### src/rtl/alu_core_pkg.sv
// Shared types and constants for the alu_core sequential ALU.
// Optional build macro ALU_CORE_MUL_EARLY_TERM_EN is consumed by alu_core_mul.
package alu_core_pkg;

    localparam logic [2:0] OpcNoOp  = 3'd0;
    localparam logic [2:0] OpcAdd   = 3'd1;
    localparam logic [2:0] OpcAnd   = 3'd2;
    localparam logic [2:0] OpcXor   = 3'd3;
    localparam logic [2:0] OpcMul   = 3'd4;
    localparam logic [2:0] OpcRsvd5 = 3'd5;
    localparam logic [2:0] OpcRsvd6 = 3'd6;
    localparam logic [2:0] OpcRstOp = 3'd7;

    typedef enum logic [2:0] {
        OpNoOp  = OpcNoOp,
        OpAdd   = OpcAdd,
        OpAnd   = OpcAnd,
        OpXor   = OpcXor,
        OpMul   = OpcMul,
        OpRsvd5 = OpcRsvd5,
        OpRsvd6 = OpcRsvd6,
        OpRstOp = OpcRstOp
    } alu_op_t;

    typedef enum logic [1:0] {
        StIdle,
        StExec,
        StMul
    } alu_state_t;

    // The product of two operands must fit the result without truncation.
    localparam int unsigned ResultWidthRatio = 2;

    function automatic bit widths_ok(input int unsigned data_w, input int unsigned result_w);
        return result_w == ResultWidthRatio * data_w;
    endfunction

endpackage

### src/rtl/alu_core_mul.sv
// Iterative unsigned shift-add multiplier, one partial product per clock.
// With ALU_CORE_MUL_EARLY_TERM_EN defined it stops once the remaining multiplier is zero.
module alu_core_mul
    import alu_core_pkg::*;
#(
    parameter int unsigned DATA_WIDTH   = 8,
    parameter int unsigned RESULT_WIDTH = 16
) (
    input  logic                    clk,
    input  logic                    rst,
    input  logic                    start,
    input  logic [DATA_WIDTH-1:0]   a,
    input  logic [DATA_WIDTH-1:0]   b,
    output logic                    busy,
    output logic [RESULT_WIDTH-1:0] product,
    output logic                    product_valid
);

    logic                    busy_q;
    logic [RESULT_WIDTH-1:0] mcand_q;
    logic [RESULT_WIDTH-1:0] acc_q;
    logic [DATA_WIDTH-1:0]   mplier_q;
    logic [RESULT_WIDTH-1:0] partial;
    logic                    last;

    assign partial = mplier_q[0] ? mcand_q : '0;
    // Product includes the current iteration so the final edge can commit it directly.
    assign product       = acc_q + partial;
    assign product_valid = busy_q & last;
    assign busy          = busy_q;

`ifdef ALU_CORE_MUL_EARLY_TERM_EN
    assign last = ((mplier_q >> 1) == '0);
`else
    localparam int unsigned CntW = $clog2(DATA_WIDTH + 1);

    logic [CntW-1:0] cnt_q;

    assign last = (cnt_q == CntW'(DATA_WIDTH - 1));

    always_ff @(posedge clk or negedge rst) begin
        if (!rst) begin
            cnt_q <= '0;
        end else if (start) begin
            cnt_q <= '0;
        end else if (busy_q) begin
            cnt_q <= cnt_q + CntW'(1);
        end
    end
`endif

    always_ff @(posedge clk or negedge rst) begin
        if (!rst) begin
            busy_q   <= 1'b0;
            mcand_q  <= '0;
            acc_q    <= '0;
            mplier_q <= '0;
        end else if (start) begin
            busy_q   <= 1'b1;
            mcand_q  <= RESULT_WIDTH'(a);
            acc_q    <= '0;
            mplier_q <= b;
        end else if (busy_q) begin
            acc_q    <= product;
            mcand_q  <= mcand_q << 1;
            mplier_q <= mplier_q >> 1;
            if (last) begin
                busy_q <= 1'b0;
            end
        end
    end

endmodule

### src/rtl/alu_core.sv
// Sequential ALU: valid/ready op intake, single-cycle add/and/xor, iterative multiply,
// result qualified by a one-cycle done pulse. Optional macro: ALU_CORE_MUL_EARLY_TERM_EN.
module alu_core
    import alu_core_pkg::*;
#(
    parameter int unsigned DATA_WIDTH   = 8,
    parameter int unsigned RESULT_WIDTH = 16
) (
    input  logic                    clk,
    input  logic                    rst,
    input  logic                    valid,
    input  logic [2:0]              op,
    input  logic [DATA_WIDTH-1:0]   a,
    input  logic [DATA_WIDTH-1:0]   b,
    output logic                    ready,
    output logic                    done,
    output logic [RESULT_WIDTH-1:0] result
);

    if (!widths_ok(DATA_WIDTH, RESULT_WIDTH)) begin : gen_width_check
        $error("alu_core: RESULT_WIDTH must equal 2*DATA_WIDTH");
    end

    alu_state_t              state_q, state_d;
    logic                    ready_q, ready_d;
    logic                    done_q, done_d;
    logic [RESULT_WIDTH-1:0] result_q, result_d;
    alu_op_t                 op_q;
    logic [DATA_WIDTH-1:0]   a_q, b_q;

    logic                    accept;
    alu_op_t                 op_in;
    logic                    mul_start;
    logic                    mul_busy;
    logic                    mul_valid;
    logic [RESULT_WIDTH-1:0] mul_product;
    logic [DATA_WIDTH:0]     sum;
    logic [RESULT_WIDTH-1:0] exec_result;

    assign accept    = valid & ready_q;
    assign op_in     = alu_op_t'(op);
    assign mul_start = accept & (state_q == StIdle) & (op_in == OpMul);

    alu_core_mul #(
        .DATA_WIDTH   (DATA_WIDTH),
        .RESULT_WIDTH (RESULT_WIDTH)
    ) u_mul (
        .clk           (clk),
        .rst           (rst),
        .start         (mul_start),
        .a             (a),
        .b             (b),
        .busy          (mul_busy),
        .product       (mul_product),
        .product_valid (mul_valid)
    );

    assign sum = {1'b0, a_q} + {1'b0, b_q};

    always_comb begin
        exec_result = '0;
        case (op_q)
            OpAdd:   exec_result = RESULT_WIDTH'(sum);
            OpAnd:   exec_result = RESULT_WIDTH'(a_q & b_q);
            OpXor:   exec_result = RESULT_WIDTH'(a_q ^ b_q);
            default: exec_result = '0;
        endcase
    end

    always_comb begin
        state_d  = state_q;
        result_d = result_q;
        done_d   = 1'b0;
        case (state_q)
            StIdle: begin
                if (accept) begin
                    case (op_in)
                        OpAdd, OpAnd, OpXor: state_d  = StExec;
                        OpMul:               state_d  = StMul;
                        OpRstOp:             result_d = '0;
                        default:             state_d  = StIdle;
                    endcase
                end
            end
            StExec: begin
                result_d = exec_result;
                done_d   = 1'b1;
                state_d  = StIdle;
            end
            StMul: begin
                if (mul_valid) begin
                    result_d = mul_product;
                    done_d   = 1'b1;
                    state_d  = StIdle;
                end else if (!mul_busy) begin
                    // Multiplier idle without a product: recover rather than hang.
                    state_d = StIdle;
                end
            end
            default: state_d = StIdle;
        endcase
        ready_d = (state_d == StIdle);
    end

    always_ff @(posedge clk or negedge rst) begin
        if (!rst) begin
            state_q  <= StIdle;
            ready_q  <= 1'b0;
            done_q   <= 1'b0;
            result_q <= '0;
            op_q     <= OpNoOp;
            a_q      <= '0;
            b_q      <= '0;
        end else begin
            state_q  <= state_d;
            ready_q  <= ready_d;
            done_q   <= done_d;
            result_q <= result_d;
            if (accept) begin
                op_q <= op_in;
                a_q  <= a;
                b_q  <= b;
            end
        end
    end

    assign ready  = ready_q;
    assign done   = done_q;
    assign result = result_q;

endmodule

### config.mk
export PLATFORM = sky130hd
export DESIGN_NAME = alu_core
export DESIGN_NICKNAME = d
export VERILOG_FILES = /design/src/rtl/alu_core_pkg.sv /design/src/rtl/alu_core_mul.sv /design/src/rtl/alu_core.sv
export SDC_FILE = /design/constraint.sdc
export NUM_CORES = 1
export LEC_CHECK = 0
export CAP_MARGIN = 10
export CORE_MARGIN = 2
export CORE_UTILIZATION = 53
export CTS_CLUSTER_DIAMETER = 60
export DETAILED_ROUTE_END_ITERATION = 8
export PLACE_DENSITY = 0.77
export SYNTH_ARGS = -nofsm -noshare
export SYNTH_HDL_FRONTEND = slang
export SYNTH_SLANG_ARGS = --single-unit
### constraint.sdc
create_clock -name clk -period 2.5 [get_ports clk]
set_input_delay 0.25 -clock clk [delete_from_list [all_inputs] [get_ports clk]]
set_output_delay 0.25 -clock clk [all_outputs]
set_load 0.02 [all_outputs]
==> results of run 1 <==
[layout by cell type, fill, tap and decap left out, types with 4 or more instances in the layout]
cell	n
buf_4	19
inv_1	10
nor2_1	39
nand4_1	7
nor2b_1	5
mux2i_1	33
a22o_1	10
nand2_1	52
nand3b_1	8
mux2_1	18
ha_1	24
xor2_1	6
nand3_1	11
a31oi_1	5
dfrtp_1	83
o21a_1	4
clkdlybuf4s50_1	38
xnor2_1	9
a21oi_1	19
o21ai_0	12
and2_1	16
mux2_2	10
a21o_1	5
clkbuf_8	10
o21ai_1	26
[worst max path at each step]
stage                       from               to  slack, ns  depth (start not counted)
6_report       u_mul.mplier_q[0]  u_mul.acc_q[13]      0.006                          8
5_1_grt        u_mul.mplier_q[0]   u_mul.acc_q[9]      -0.07                          8
4_1_cts        u_mul.mplier_q[0]  u_mul.acc_q[13]       0.02                          9
3_5_place_dp    u_mul.mcand_q[0]  u_mul.acc_q[10]       0.02                         10
3_3_place_gp    u_mul.mcand_q[0]  u_mul.acc_q[10]       0.09                         10
2_1_floorplan  u_mul.mplier_q[0]  u_mul.acc_q[13]       0.02                         11
[through the flow]
stage	setup WS, ns	power [mW]	setup TNS, ns	std cells
6_report	0.00587	5.99	0	661
3_3_place_gp	0.0897	4.75	0	639
2_1_floorplan	0.0175	4.15	0	503
4_1_cts	0.0162	5.90	0	655
3_5_place_dp	0.0172	4.88	0	639
5_1_grt	-0.0682	6.41	-0.211	661
[area by class of cell]
type | instances | share of cell area
clock inverter | 6 | 0.0109
inverter | 11 | 0.00708
sequential | 84 | 0.361
tap | 111 | 0.0238
timing repair buffer | 59 | 0.0951
clock buffer | 10 | 0.0236
multi-input combinational | 380 | 0.479
[kinds of logic (layout without fill, tap and decap cells)]
| logic type | Yosys count | count (layout) | synth area share |
|---|---|---|---|
| compound gates | 106 | 106 | 0.137 |
| xor+xnor | 15 | 15 | 0.0262 |
| buf+inv | 39 | 86 | 0.0409 |
| simple gates | 168 | 168 | 0.170 |
| fa+ha+maj | 30 | 30 | 0.0778 |
| flops | 84 | 84 | 0.419 |
| mux | 61 | 61 | 0.129 |
[repair_timing]
item                                    in CTS  in global routing
pin swaps                                    0                  7
resized for setup                            1                 14
setup buffers                                0                  6
hold endpoints to repair                     0                  0
endpoints found under the setup margin       1                 13
[registers in the layout, summed over array words and instances, names as in the netlist]
signal,count
u_mul.acc_q,16
state_q,2
op_q,3
b_q,8
a_q,8
ready,1
u_mul.mplier_q,8
u_mul.cnt_q,4
result,16
u_mul.mcand_q,16
u_mul.busy,1
done,1
[power by group through the flow]
stage / Sequential [mW] / Clock, mW / Combinational (mW)
final: 2.12 / 0.999 / 2.87
after global routing: 2.17 / 1.06 / 3.17
after CTS: 2.10 / 1.02 / 2.77
after detailed placement: 2.13 / 0 / 2.75
after global placement: 2.11 / 0 / 2.65
after floorplan: 2.05 / 0 / 2.10
[synthesized netlist by cell type (all sizes together), types with 2 or more instances]
library cell | count | share of area
a22o | 10 | 0.017
nor4 | 2 | 0.0025
nand3 | 11 | 0.011
nor3b | 3 | 0.0045
a21oi | 21 | 0.022
nor3 | 2 | 0.0020
inv | 10 | 0.0075
mux2 | 28 | 0.063
buf | 9 | 0.018
or4b | 3 | 0.0060
clkbuf | 19 | 0.014
a221oi | 3 | 0.0052
xnor2 | 9 | 0.016
nand2 | 53 | 0.040
a211oi | 3 | 0.0045
and3 | 4 | 0.0060
a32o | 3 | 0.0060
ha | 28 | 0.070
xor2 | 6 | 0.010
o21a | 4 | 0.0060
dfrtp | 84 | 0.42
and2 | 17 | 0.022
nand2b | 3 | 0.0037
fa | 2 | 0.0080
nor2b | 5 | 0.0062
a22oi | 3 | 0.0045
a21o | 6 | 0.0092
a31oi | 5 | 0.0062
nand4 | 7 | 0.0087
mux2i | 33 | 0.066
o21ai | 39 | 0.039
nand4b | 2 | 0.0035
nor2 | 40 | 0.030
or3 | 3 | 0.0037
o211ai | 2 | 0.0030
nand3b | 8 | 0.012
[per-layer routing]
metal / track usage / wire (µm) / up-vias
li1: - / - / 1882
met1: 0.329 / 5310 / 1862
met2: 0.356 / 5070 / 124
met3: 0.0269 / 557 / 18
met4: 0.0821 / 217 / 0
met5: 0 / 0 / -
==> flow_summary.yaml, run 1 <==
cells_and_area:
  final_util: 0.634
  nets: 597
  n_antenna_cell: 0
  multiInputGateArea_um2: 2790
  nFillCells: 742
  layout-drive-gt1-share: 0.120
  syn2layout_area_growth_pct: 16.2
  finalInstanceArea_um2: 5830
  regArea_um2: 2100
timing:
  maxSlewViolCount: 0
  post-route-min-period_ns: 2.49
  fin_crit_sh: 0.998
  setup_violations: 0
  fmaxAchievable_ghz: 0.401
  whs_ns: 0.000961
  final-hold-violation-count: 0
  rsz0062_at_grt: "yes"
  finalClockSkew_ns: 0.0107
  worstMarginPinSlew_ns: 0.904
  relSlewSlack: 0.397
power_and_ir_drop:
  p_sw_frac: 0.405
  p_leak_nw: 2.67
  comb_power_share: 0.479
  power_frac_seq: 0.354
  cellPowerDensity_nw_per_um2: 1030
  p_clk_frac: 0.167
  p_sw_mw: 2.42
  vdd.ir_drop.worst_v: 0.000471
  intPower_mw: 3.56
synth:
  yosys_register_bits: 84
  async_flop_share: 1.00
  netlist_instances: 503
  synth_area_um2: 5010
  synth_nets: 555
  avgSynthCellArea_um2: 9.97
  synth_seq_area_share: 0.419
  yosysWarningCount: 0
  netlist-cell-type-count: 59
  ys.flop_type: "dfrtp_1"
  synth-edff-count: 0
drt:
  drt_wl_total_mm: 11.2
  drt-initial-drc-count: 206
  first_pass_iters: 4
  ant_nets: 0
  wl_per_cell_um: 16.9
  vias: 3886
  vias_per_cell: 5.88
  drcViolationCount: 0
status:
  status: "finished clean"
global_route:
  antenna_found_initial: 0
  grt_pass1_vias: 3756
  grt-ovfl-total: 0
  grt.total_usage: 0.228
  grt_pass1_wl_mm: 18.4
  grt_start_max_net_pins: 73
place:
  dp_hpwl_mm: 8.06
  io_buffers: 39
  placed_area_um2: 5500
  gp_congestion: 0.933
floorplanning:
  die_h_um: 101
  dieWidth_um: 101
  die-area_um2: 10300
  core_area_um2: 9200
  floorplan.initialDensity: 0.545
  rows: 35
  io_pins: 40
clock_tree:
  numCtsBuffers: 9
  cts_tree: "done"
  root_buffer: "clkbuf_8"
  ctsHoldBuffers: 0
  cts-htree-levels: 3
  clk_pin_slew_ns: 0.09
  clock-sinks: 84
  clk_latency_ns: 0.36
  clockBufferDepth: 2
worst_hold_path:
  min_path_type: "primary input to async pin"
worst_setup_path:
  cp.required_ns: 2.78
  path_buf_inv: 1
  reg2reg_depth: 8
  path_cells: "buf_6 > and2_1 > ha_1 > nand4b_1 > a21o_1 > and2_4 > or4b_1 > a31oi_1"
  r2r_slack_ns: 0.006
  start_kind: "register"
  cpPeakStageDelay_ns: 0.50
  r2r_end: "u_mul.acc_q[13]"
  slowest_stage: "or4b_1"
  reg2reg_from: "u_mul.mplier_q[0]"
  critPathMaxFanout: 13
  end_kind: "register"
  critPathTopFamily: "simple AND/OR/NAND/NOR gates"
  worstSetupPathType: "register to register"
  cp.arrival_ns: 2.77
flow_run:
  cap_violations: 0
(Power assumes the default switching activity.)
==> run 2, diff against run 1 <==
--- a/config.mk
+++ b/config.mk
@@ -6,7 +6,7 @@
 export NUM_CORES = 1
 export LEC_CHECK = 0
 export CAP_MARGIN = 10
-export CORE_MARGIN = 2
+export CORE_MARGIN = 5
 export CORE_UTILIZATION = 53
 export CTS_CLUSTER_DIAMETER = 60
 export DETAILED_ROUTE_END_ITERATION = 8
==> flow_summary.yaml, run 2 (synthesis results as in run 1) <==
clock_tree:
  cts_tree: "done"
  clk_latency_ns: 0.37
  numCtsBuffers: 9
  clk_pin_slew_ns: 0.10
  clockBufferDepth: 2
  cts-htree-levels: 3
  clock-sinks: 84
  root_buffer: "clkbuf_8"
timing:
  finalClockSkew_ns: 0.0179
  fmaxAchievable_ghz: 0.416
  worstMarginPinSlew_ns: 0.576
  fin_crit_sh: 0.962
  final-hold-violation-count: 0
  post-route-min-period_ns: 2.41
  setup_violations: 0
  maxSlewViolCount: 0
  whs_ns: 0.419
  setup_slack_ns: 0.0938
  relSlewSlack: 0.616
floorplanning:
  rows: 35
  dieWidth_um: 107
  die-area_um2: 11500
  floorplan.initialDensity: 0.543
  die_h_um: 107
  io_pins: 40
  core_area_um2: 9240
status:
  status: "finished clean"
power_and_ir_drop:
  cellPowerDensity_nw_per_um2: 1040
  comb_power_share: 0.473
  finalPower_mw: 6.15
  p_leak_nw: 2.67
  intPower_mw: 3.71
  p_sw_mw: 2.45
  p_clk_frac: 0.180
  p_sw_frac: 0.398
  vdd.ir_drop.worst_v: 0.000548
  power_frac_seq: 0.346
global_route:
  grt-ovfl-total: 0
  grt_pass1_vias: 4000
  grt.total_usage: 0.214
  grt_start_max_net_pins: 50
  antenna_found_initial: 0
  grt_pass1_wl_mm: 19.6
drt:
  vias: 3998
  drt-initial-drc-count: 260
  first_pass_iters: 5
  ant_nets: 0
  drcViolationCount: 0
  wl_per_cell_um: 17.1
  vias_per_cell: 5.86
  drt_wl_total_mm: 11.7
cells_and_area:
  final_util: 0.642
  layout_common_cells: "dfrtp_1, nand2_1, nor2_1, clkdlybuf4s50_1, mux2i_1"
  syn2layout_area_growth_pct: 18.3
  layout_commonest_cell: "dfrtp_1"
  nets: 600
  n_antenna_cell: 0
  layout-drive-gt1-share: 0.136
  finalInstanceArea_um2: 5930
worst_setup_path:
  critPathMaxFanout: 16
  path_cells: "buf_6 > and2_1 > ha_4 > and3_4 > nand4_1 > a21o_1 > and2_4 > or4b_1 > a31oi_1"
  cpPeakStageDelay_ns: 0.50
  start_kind: "register"
  end_kind: "register"
  cp.required_ns: 2.79
  slowest_stage: "or4b_1"
  cp.arrival_ns: 2.70
  worstSetupPathType: "register to register"
place:
  gp_congestion: 0.888
  io_buffers: 39
  pre_cts_slack_ns: 0.00988
  dp_hpwl_mm: 8.30
  placed_area_um2: 5530
worst_hold_path:
  min_path_type: "primary input to async pin"
flow_run:
  cap_violations: 0
## run 2: changes by cell type in the layout (fill, tap and decap cells not counted), sizes merged
cell / delta
clkinvlp: -1
buf: +2
clkinv: -1
dlygate4sd3: +1
inv: +1
bufinv: +1
## run 2: what timing repair did
action,CTS,global route
hold buffers,1,0
pin swaps,1,4
endpoints found under the setup margin,4,12
endpoints found under the hold margin,44,0
buffers inserted,1,6
resized for setup,2,19
## run 2: final timing paths
path                              startpoint           endpoint  slack, ns  depth (start not counted)
min in group clk                        b[3]  u_mul.mplier_q[3]       0.46                          3
hold / removal                           rst            op_q[2]       0.42                          2
hold reg to reg                    result[0]          result[0]       0.49                          2
setup reg to reg           u_mul.mplier_q[0]    u_mul.acc_q[15]       0.09                          9
max in group asynchronous                rst            op_q[0]       1.37                          3
setup / recovery           u_mul.mplier_q[0]    u_mul.acc_q[15]       0.09                          9
## run 2: metrics by stage
stage,setup TNS [ns],instances
global route,-0.0128,682
global placement,0,658
CTS,0,676
detailed placement,0,658
floorplan,0,503
finish,0,682
## run 2: routing by layer
metal  vias up  routed length (µm)  track usage  part of all wire
met5         -                   0            0                 0
met3        23                 732       0.0354             0.063
met1      1938                5380        0.303              0.46
met2       147                5260        0.329              0.45
met4         0                 283       0.0822             0.024
li1       1890                   -            -                 -
## run 2: cell type report
type                            count  area, µm²
Fill cell                         747       3310
Multi-Input combinational cell    380       2820
Sequential cell                    84       2100
Timing Repair Buffer               62        579
Tap cell                          129        161
Clock buffer                       10        138
Clock inverter                      6       86.3
Inverter                           11       41.3
## run 2: worst max-delay path: cells and delay by family (launching register included)
kind	cells	cell delay, ns
buffers and inverters	1	0.15
AO/OA/AOI/OAI	2	0.36
AND/OR/NAND/NOR	5	1.12
flip-flops	1	0.39
adder cells (fa/ha/maj)	1	0.30
## run 2: power by group through the flow
stage | Clock (mW) | Sequential, mW | Combinational (mW)
floorplan | 0 | 2.05 | 2.10
global placement | 0 | 2.12 | 2.65
detailed placement | 0 | 2.12 | 2.75
CTS | 1.12 | 2.11 | 2.78
global route | 1.18 | 2.18 | 3.23
finish | 1.11 | 2.13 | 2.91
==> run 3, diff against run 2 <==
--- a/config.mk
+++ b/config.mk
@@ -6,7 +6,6 @@
 export NUM_CORES = 1
 export LEC_CHECK = 0
 export CAP_MARGIN = 10
-export CORE_MARGIN = 5
 export CORE_UTILIZATION = 53
 export CTS_CLUSTER_DIAMETER = 60
 export DETAILED_ROUTE_END_ITERATION = 8
==> flow_summary.yaml, run 3 (synthesis results as in run 1) <==
place:
  gp_congestion: 0.926
  placed_area_um2: 5520
  dp_hpwl_mm: 8.09
  io_buffers: 39
global_route:
  grt-ovfl-total: 0
  antenna_found_initial: 0
  grt_pass1_wl_mm: 19.0
  grt_pass1_vias: 3811
  grt_start_max_net_pins: 48
  grt.total_usage: 0.242
drt:
  first_pass_iters: 4
  ant_nets: 0
  vias_per_cell: 5.93
  drcViolationCount: 0
  wl_per_cell_um: 17.0
  drt-initial-drc-count: 227
  vias: 3920
  drt_wl_total_mm: 11.2
floorplanning:
  rows: 35
  core_area_um2: 9200
  die-area_um2: 9850
  dieWidth_um: 99.3
  die_h_um: 99.3
  floorplan.initialDensity: 0.545
  io_pins: 40
timing:
  fmaxAchievable_ghz: 0.412
  fin_tns_setup_ns: 0
  post-route-min-period_ns: 2.43
  rsz0062_at_grt: "yes"
  setup_violations: 0
  final-hold-violation-count: 0
  relSlewSlack: 0.660
  fin_crit_sh: 0.971
  worstMarginPinSlew_ns: 0.510
  finalClockSkew_ns: 0.0220
  maxSlewViolCount: 0
  whs_ns: 0.402
worst_setup_path:
  start_kind: "register"
  path_cells: "buf_6 > and2_1 > ha_4 > and3_4 > nand4_1 > a21o_1 > and2_4 > or4b_1 > a31oi_1"
  r2r_end: "u_mul.acc_q[13]"
  cpPeakStageDelay_ns: 0.50
  slowest_stage: "or4b_1"
  reg2reg_depth: 9
  cp.required_ns: 2.77
  end_kind: "register"
  reg2reg_from: "u_mul.mplier_q[0]"
  path_buf_inv: 1
  cp.arrival_ns: 2.70
  worstSetupPathType: "register to register"
  critPathTopFamily: "simple AND/OR/NAND/NOR gates"
  r2r_slack_ns: 0.07
  critPathMaxFanout: 12
cells_and_area:
  n_antenna_cell: 0
  finalInstanceArea_um2: 5880
  nets: 597
  layout_common_cells: "dfrtp_1, nand2_1, nor2_1"
  syn2layout_area_growth_pct: 17.3
  final_util: 0.640
  nFillCells: 760
  layout_commonest_cell: "dfrtp_1"
  layout-drive-gt1-share: 0.122
power_and_ir_drop:
  p_leak_nw: 2.67
  finalPower_mw: 6.12
  vdd.ir_drop.worst_v: 0.000502
  cellPowerDensity_nw_per_um2: 1040
worst_hold_path:
  min_path_type: "primary input to async pin"
clock_tree:
  clk_latency_ns: 0.36
  clock-sinks: 84
  cts_tree: "done"
  numCtsBuffers: 9
  clk_pin_slew_ns: 0.08
  cts-htree-levels: 3
  clockBufferDepth: 2
  root_buffer: "clkbuf_8"
flow_run:
  cap_violations: 0
status:
  status: "finished clean"
[run 3: repair_timing]
| action | in CTS | in global routing |
|---|---|---|
| hold buffers | 1 | 0 |
| gates resized for setup | 2 | 15 |
| setup endpoints to repair | 2 | 15 |
| pin swaps | 0 | 5 |
| hold endpoints to repair | 37 | 0 |
| buffers inserted | 0 | 4 |
[run 3: where the power goes]
group,internal (mW),leakage [nW],switching (mW)
registers,1.78,1.08,0.346
logic,1.33,1.49,1.56
clock network,0.617,0.113,0.494
total,3.72,2.67,2.40
[run 3: layout make-up]
| cell class | count | area, µm² | area share |
|---|---|---|---|
| Multi-Input combinational cell | 380 | 2800 | 0.477 |
| Timing Repair Buffer | 59 | 569 | 0.0967 |
| Sequential cell | 84 | 2100 | 0.357 |
| Tap cell | 111 | 139 | 0.0236 |
| Clock inverter | 4 | 72.6 | 0.0123 |
| Inverter | 11 | 41.3 | 0.00702 |
| Clock buffer | 12 | 155 | 0.0264 |
[run 3: worst max path at each step]
stage	to	slack (ns)	start	cells past startpoint
CTS	u_mul.acc_q[13]	0.002	u_mul.mplier_q[0]	9
floorplan	u_mul.acc_q[13]	0.02	u_mul.mplier_q[0]	11
global placement	u_mul.acc_q[10]	0.1	u_mul.mcand_q[0]	10
finish	u_mul.acc_q[13]	0.07	u_mul.mplier_q[0]	9
detailed placement	u_mul.acc_q[10]	-0.0006	u_mul.mcand_q[0]	10
global route	u_mul.acc_q[12]	-0.04	u_mul.mcand_q[0]	10
[run 3: metal layers]
layer / GRT usage / vias to the layer above / routed length, µm
met2: 0.371 / 114 / 5000
met1: 0.352 / 1890 / 5560
li1: - / 1890 / -
met5: 0 / - / 0
met4: 0.0916 / 0 / 249
met3: 0.0309 / 26 / 413
[run 3: worst register-to-register path: cells and delay by family, from the launching register on]
kind            cells  cell delay [ns]
flops               1             0.39
compound gates      2             0.39
fa+ha+maj           1             0.28
simple gates        5             1.14
buf+inv             1             0.15
[run 3: stage by stage]
stage | instances | setup slack [ns]
2_1_floorplan | 503 | 0.0175
4_1_cts | 657 | 0.00171
5_1_grt | 661 | -0.0444
3_5_place_dp | 640 | -0.000640
3_3_place_gp | 640 | 0.0989
6_report | 661 | 0.0720
